**src/rtl/pa_pkg.sv**
```systemverilog
// -----------------------------------------------------------------------------
// pa_pkg
// Shared definitions for the extended-format adder operand paths: operand
// width, the 2-bit path codes used by both the demux and the merge, and the
// packed operand-pair type that travels down each alignment path.
// -----------------------------------------------------------------------------
package pa_pkg;

    // sign + exponent + extended mantissa
    localparam int W = 37;

    localparam logic [1:0] TAG_P0  = 2'b00;
    localparam logic [1:0] TAG_P1  = 2'b01;
    localparam logic [1:0] TAG_P2  = 2'b10;
    localparam logic [1:0] TAG_INV = 2'b11;

    typedef struct packed {
        logic [W-1:0] a;
        logic [W-1:0] b;
    } pa_pair_t;

endpackage

```
**src/rtl/pa_tag_fifo.sv**
```systemverilog
// -----------------------------------------------------------------------------
// pa_tag_fifo
// Small FIFO of 2-bit path codes recording the order in which operations were
// issued to the alignment paths.
//
// Ports:
//   clk, rst_n  clock, asynchronous active-low reset
//   push, din   write din at the tail (ignored when full)
//   pop         drop the head entry (ignored when empty)
//   head        path code at the head of the FIFO
//   empty, full status flags
//   count       number of entries held (0..DEPTH)
// -----------------------------------------------------------------------------
module pa_tag_fifo #(
    parameter int DEPTH = 4,
    parameter int AW    = 2
) (
    input  logic          clk,
    input  logic          rst_n,
    input  logic          push,
    input  logic          pop,
    input  logic [1:0]    din,
    output logic [1:0]    head,
    output logic          empty,
    output logic          full,
    output logic [AW:0]   count
);

    logic [1:0]    mem [DEPTH];
    logic [AW-1:0] rd_ptr;
    logic [AW-1:0] wr_ptr;
    logic          push_ok;
    logic          pop_ok;

    assign empty   = (count == '0);
    assign full    = (count == (AW+1)'(DEPTH));
    assign push_ok = push && !full;
    assign pop_ok  = pop && !empty;
    assign head    = mem[rd_ptr];

    // Pointers are AW bits and wrap naturally; count separates full from empty.
    always_ff @(posedge clk or negedge rst_n) begin
        if (!rst_n) begin
            rd_ptr <= '0;
            wr_ptr <= '0;
            count  <= '0;
        end else begin
            if (push_ok) wr_ptr <= wr_ptr + 1'b1;
            if (pop_ok)  rd_ptr <= rd_ptr + 1'b1;
            case ({push_ok, pop_ok})
                2'b10:   count <= count + 1'b1;
                2'b01:   count <= count - 1'b1;
                default: count <= count;
            endcase
        end
    end

    // Storage needs no reset: an entry is only read after it has been written.
    always_ff @(posedge clk) begin
        if (push_ok) mem[wr_ptr] <= din;
    end

endmodule

```
**src/rtl/pa_path_merge.sv**
```systemverilog
// -----------------------------------------------------------------------------
// pa_path_merge
// Merges the results of the three operand alignment paths back onto a single
// valid/ready stream in issue order. Each issue at the demux pushes its path
// code into a tag FIFO; the merge only accepts from the path named at the FIFO
// head, so results on different paths can never overtake one another.
//
// Ports:
//   clk, rst_n                 clock, asynchronous active-low reset
//   iss_valid, iss_tag         issue at the demux and its path code
//   iss_ready                  tag FIFO has room
//   pN_valid/pN_ready/pN_a/b   result stream from path N (N = 0..2)
//   out_valid/out_ready        merged result handshake
//   out_a, out_b, out_tag      merged operand pair and its source path
//   occupancy                  outstanding tags
//   tag_err                    sticky: an issue carried the invalid code
// -----------------------------------------------------------------------------
module pa_path_merge
    import pa_pkg::*;
#(
    parameter int DEPTH = 4,
    parameter int AW    = 2
) (
    input  logic          clk,
    input  logic          rst_n,
    input  logic          iss_valid,
    input  logic [1:0]    iss_tag,
    output logic          iss_ready,
    input  logic          p0_valid,
    input  logic          p1_valid,
    input  logic          p2_valid,
    output logic          p0_ready,
    output logic          p1_ready,
    output logic          p2_ready,
    input  logic [W-1:0]  p0_a,
    input  logic [W-1:0]  p0_b,
    input  logic [W-1:0]  p1_a,
    input  logic [W-1:0]  p1_b,
    input  logic [W-1:0]  p2_a,
    input  logic [W-1:0]  p2_b,
    output logic          out_valid,
    input  logic          out_ready,
    output logic [W-1:0]  out_a,
    output logic [W-1:0]  out_b,
    output logic [1:0]    out_tag,
    output logic [AW:0]   occupancy,
    output logic          tag_err
);

    logic       fifo_empty;
    logic       fifo_full;
    logic [1:0] head_tag;
    logic       push;
    logic       ld;
    logic       xfer;
    pa_pair_t   sel_pair;
    logic       sel_valid;

    pa_tag_fifo #(
        .DEPTH (DEPTH),
        .AW    (AW)
    ) u_tag_fifo (
        .clk   (clk),
        .rst_n (rst_n),
        .push  (push),
        .pop   (xfer),
        .din   (iss_tag),
        .head  (head_tag),
        .empty (fifo_empty),
        .full  (fifo_full),
        .count (occupancy)
    );

    // iss_ready looks only at the registered count, keeping out_ready off
    // the issue path; a pop in a full cycle therefore cannot admit a push.
    assign iss_ready = !fifo_full;
    assign push      = iss_valid && iss_ready && (iss_tag != TAG_INV);

    // Output register can take a new result when empty or being drained.
    assign ld = !out_valid || out_ready;

    assign p0_ready = !fifo_empty && (head_tag == TAG_P0) && ld;
    assign p1_ready = !fifo_empty && (head_tag == TAG_P1) && ld;
    assign p2_ready = !fifo_empty && (head_tag == TAG_P2) && ld;

    always_comb begin
        sel_pair  = '0;
        sel_valid = 1'b0;
        case (head_tag)
            TAG_P0: begin
                sel_pair  = '{a: p0_a, b: p0_b};
                sel_valid = p0_valid;
            end
            TAG_P1: begin
                sel_pair  = '{a: p1_a, b: p1_b};
                sel_valid = p1_valid;
            end
            TAG_P2: begin
                sel_pair  = '{a: p2_a, b: p2_b};
                sel_valid = p2_valid;
            end
            default: begin
                sel_pair  = '0;
                sel_valid = 1'b0;
            end
        endcase
    end

    assign xfer = sel_valid && !fifo_empty && ld;

    // Output register stage: load on transfer, otherwise drain or hold.
    always_ff @(posedge clk or negedge rst_n) begin
        if (!rst_n) begin
            out_valid <= 1'b0;
            out_a     <= '0;
            out_b     <= '0;
            out_tag   <= TAG_P0;
        end else if (xfer) begin
            out_valid <= 1'b1;
            out_a     <= sel_pair.a;
            out_b     <= sel_pair.b;
            out_tag   <= head_tag;
        end else if (out_ready) begin
            out_valid <= 1'b0;
        end
    end

    // The invalid code is flagged whether or not the FIFO has room.
    always_ff @(posedge clk or negedge rst_n) begin
        if (!rst_n) begin
            tag_err <= 1'b0;
        end else if (iss_valid && (iss_tag == TAG_INV)) begin
            tag_err <= 1'b1;
        end
    end

endmodule

```
**config.mk**
```make
export PLATFORM = sky130hd
export DESIGN_NAME = pa_path_merge
export DESIGN_NICKNAME = d
export VERILOG_FILES = /design/src/rtl/pa_pkg.sv /design/src/rtl/pa_tag_fifo.sv /design/src/rtl/pa_path_merge.sv
export SDC_FILE = /design/constraint.sdc
export NUM_CORES = 1
export LEC_CHECK = 0
export BUFFER_PORTS_ARGS = -buffer_cell sky130_fd_sc_hd__buf_2
export CAP_MARGIN = 25
export CORE_AREA = 2 2 121 123
export CTS_CLUSTER_SIZE = 30
export DETAILED_ROUTE_END_ITERATION = 10
export DIE_AREA = 0 0 123 125
export HOLD_SLACK_MARGIN = 0.03
export PLACE_DENSITY = 0.76
export SYNTH_ARGS = -nofsm -noshare
export SYNTH_HDL_FRONTEND = slang
export SYNTH_SLANG_ARGS = --single-unit
export TNS_END_PERCENT = 5
```
**constraint.sdc**
```tcl
create_clock -name clk -period 4.3 [get_ports clk]
set_clock_uncertainty 0.15 [all_clocks]
set_input_delay 0.86 -clock clk [delete_from_list [all_inputs] [get_ports clk]]
set_output_delay 0.86 -clock clk [all_outputs]
set_load 0.01 [all_outputs]
```
==> impl_results.md <==
* Outcome: completed
* Reg power frac at 28.1%
* Final Hold Viols at 0
* Clock period minus worst slack at 3.33 ns
* CTS root buffer: clkbuf_16
* Core ar. at 0.0142 mm^2
* Critical path peak fanout at 37
* Yosys top cell area share at 39.4%
* Row Count at 44
* Endpoints failing setup at 0
* Hold Startpoint: tag_err$_DFFE_PN0P_
* CTS H-Tree Depth at 3
* Library cells used by synthesis at 35
* Vias in the first global route at 4,587
* Layout area overhead at 36.4%
* RSZ-0062 raised after global routing: no
* Vias at 4,537
* Clock Latency Late Sink at 0.33 ns
* Required time worst endpoint at 3.29 ns
* Fmax at 0.300 GHz
* R2R Path Start: u_tag_fifo.rd_ptr[0]$_DFFE_PN0P_
* Largest stage delay on the critical path at 0.72 ns
* Slew HR at 41.0%
* Worst Path Arrival at 2.32 ns
* Clock power share at 13.2%
* Clk sink count at 93
* Final hold slack at 0.331 ns
* P_leak at 3.74 nW
* Drt initial violations at 144
* Placer Congestion at 0.861
* Avg Cell Area, Syn at 13.2 um^2
* Maxcap violations at 0
* Setup_tns at 0 ns
* Total GRT Usage at 19.1%
* PwrDens at 733 mW/mm^2
* Slowest-stage cell, CP: mux4_4
* Final instance count without filler cells at 898
* Worst Reg-to-Reg Cells at 6
* Hold_buf cts at 0
* Leading area contributor after synthesis: dfrtp_1
* Flop2flop setup slack at 1.18 ns
* Detail Route Antenna Nets at 0
* Initial antenna violation count at 2
* Vias/cell at 5.05
* Setup Crit Path Kind: flip-flop to output pin
* Maximum root-to-sink buffer count at 2
* DRC violations left at 0
* Gate Count Post-Synth at 410
* Number of buffers created by CTS at 9
* Placed Cells at 880
* Async set or reset register ratio after synthesis at 91.4%
* Worst-path clk slew at 0.06 ns
* Worst Max-Slew Pin Slew at 0.886 ns
* Tcrit/Tclk final at 77.5%
* Post-CTS Setup Repair Bufs at 0
* Chip Width at 123 um
* Crit path cell chain: mux4_4, buf_4, nor3_1, buf_2
* Io pins at 316
* Nets at 944
* Most common flop cell mapped by yosys: dfrtp_1
* Largest net degree at the start of global routing at 77
* Slew Limit Fails at 0
* Int Pwr at 3.29 mW
* Final wirelength at 14,800 um
* Number of flops mapped to enable cells by yosys at 8
* Hold crit path type: flip-flop to flip-flop
* Syn Nets at 647
* WL/cell at 16.4 um
* FF-to-FF End: out_b[18]$_DFFE_PN0P_
* First-pass iteration count of the detailed router at 4
* Startpoint types: flip-flop
* Critical Path End Type: output pin
* Most common cell in the synthesized netlist: dfrtp_1
* Die area at 0.0154 mm^2
* Port buffer count at 315
* Share of layout cells above drive strength 1 at 58.6%
* Die Ht at 125 um
* Switching Fraction at 39.0%
* Post-CTS Resized at 0
* TritonCTS clock tree: built
* Gate power share at 58.7%
* Synth cell count leaders: dfrtp_1 (85), mux2i_1 (75), o2bb2ai_1 (74)
* End of the worst hold path: tag_err$_DFFE_PN0P_
* Max IR drop VDD at 0.701 mV
* Register area share after synthesis at 43.9%
* Hpwl dp at 11,100 um
* YS warnings at 0
* WHS Path Cells at 1
* Top cells by area, synth: dfrtp_1 (39%), mux2i_1 (14%), o2bb2ai_1 (12%), mux2_2 (10%), mux2_4 (7.8%)
* Grt ovf at 0
* Initial core utilization at 38.0%
* Switch Pwr at 2.10 mW
* Synth Register Bits at 93
* Post-Syn Area at 0.00539 mm^2
* First-pass GRT wire length at 23,200 um
==> metrics by stage <==
| step | util, % | setup WS (ns) | cell area [um^2] | total power [mW] |
|---|---|---|---|---|
| 4_1_cts | 51.8 | 0.933 | 7350 | 5.46 |
| 3_3_place_gp | 49.9 | 1.25 | 7090 | 4.66 |
| 2_1_floorplan | - | 1.09 | 5390 | 3.85 |
| 6_report | 51.8 | 0.966 | 7360 | 5.39 |
| 5_1_grt | 51.8 | 0.836 | 7360 | 5.80 |
| 3_5_place_dp | 49.9 | 1.17 | 7090 | 4.73 |
==> worst max-delay path: cells and delay by family, from the launching register on <==
family	cells	cell delay, ns
mux	1	0.72
buf+inv	2	0.50
flops	1	0.51
simple gates	1	0.25
==> state kept, by name (all words and copies together), names as in the netlist <==
signal	cells
out_a	37
out_b	37
out_tag	2
out_valid	1
tag_err	1
u_tag_fifo.count	3
u_tag_fifo.mem	8
u_tag_fifo.rd_ptr	2
u_tag_fifo.wr_ptr	2
==> per-layer routing <==
layer  up-vias  track usage [%]  part of all wire, %
met2       180             33.4                   50
met3        24             3.56                  7.0
met1      2174             23.1                   41
met4         0             7.22                  2.1
met5         -                0                    0
li1       2159                -                    -
==> power groups by stage <==
| stage | logic (mW) | registers (mW) | clock network, mW |
|---|---|---|---|
| floorplan | 2.18 | 1.67 | 0 |
| global placement | 3.15 | 1.51 | 0 |
| detailed placement | 3.21 | 1.53 | 0 |
| CTS | 3.21 | 1.52 | 0.736 |
| global route | 3.46 | 1.57 | 0.764 |
| finish | 3.16 | 1.51 | 0.714 |
==> how the worst max path moves through the flow <==
stage                                      from  depth (start not counted)                         endpoint  slack, ns
2_1_floorplan  u_tag_fifo.rd_ptr[0]$_DFFE_PN0P_                         13  u_tag_fifo.count[2]$_DFFE_PN0P_       1.09
5_1_grt        u_tag_fifo.rd_ptr[0]$_DFFE_PN0P_                          4                         p0_ready       0.84
4_1_cts        u_tag_fifo.rd_ptr[0]$_DFFE_PN0P_                          4                         p0_ready       0.93
6_report       u_tag_fifo.rd_ptr[0]$_DFFE_PN0P_                          4                         p0_ready       0.97
3_5_place_dp   u_tag_fifo.rd_ptr[0]$_DFFE_PN0P_                          9  u_tag_fifo.count[2]$_DFFE_PN0P_       1.17
3_3_place_gp   u_tag_fifo.rd_ptr[0]$_DFFE_PN0P_                          6            out_a[15]$_DFFE_PN0P_       1.25
==> area by class of cell <==
type	instances	area, um^2
multi-input combinational	274	2830
sequential	93	2370
timing repair buffer	322	1640
tap	184	230
fill	1290	6840
antenna	2	5.00
clock inverter	5	27.5
inverter	7	26.3
clock buffer	11	233
==> cell families after synthesis <==
| group | after synthesis | share of synthesized area, % |
|---|---|---|
| buffers and inverters | 43 | 3.97 |
| flip-flops | 93 | 43.9 |
| AO/OA/AOI/OAI | 81 | 13.1 |
| XOR/XNOR | 6 | 0.974 |
| AND/OR/NAND/NOR | 25 | 2.69 |
| adder cells (fa/ha/maj) | 6 | 1.53 |
| multiplexers | 156 | 33.8 |
==> cell usage in the layout, fill, tap and decap left out, types with 2 or more instances in the layout <==
cell type,netlist,layout
edfxtp_1,8,8
dfrtp_1,85,85
buf_4,2,7
diode_2,0,2
nor3_1,2,2
and2_1,4,4
clkbuf_1,17,2
clkbuf_16,0,9
clkinvlp_4,0,2
mux4_2,4,3
clkinv_1,0,2
xor2_1,3,3
buf_2,12,314
nand3_1,2,2
o2bb2ai_1,74,74
inv_1,7,7
xnor2_1,3,3
mux2i_1,75,75
mux2_2,48,48
ha_1,5,5
nand2b_1,5,5
nand2_1,2,2
mux2_4,28,28
nor2b_1,4,4
nor2_1,2,2
o21ai_0,2,2
(Power assumes the default switching activity.)
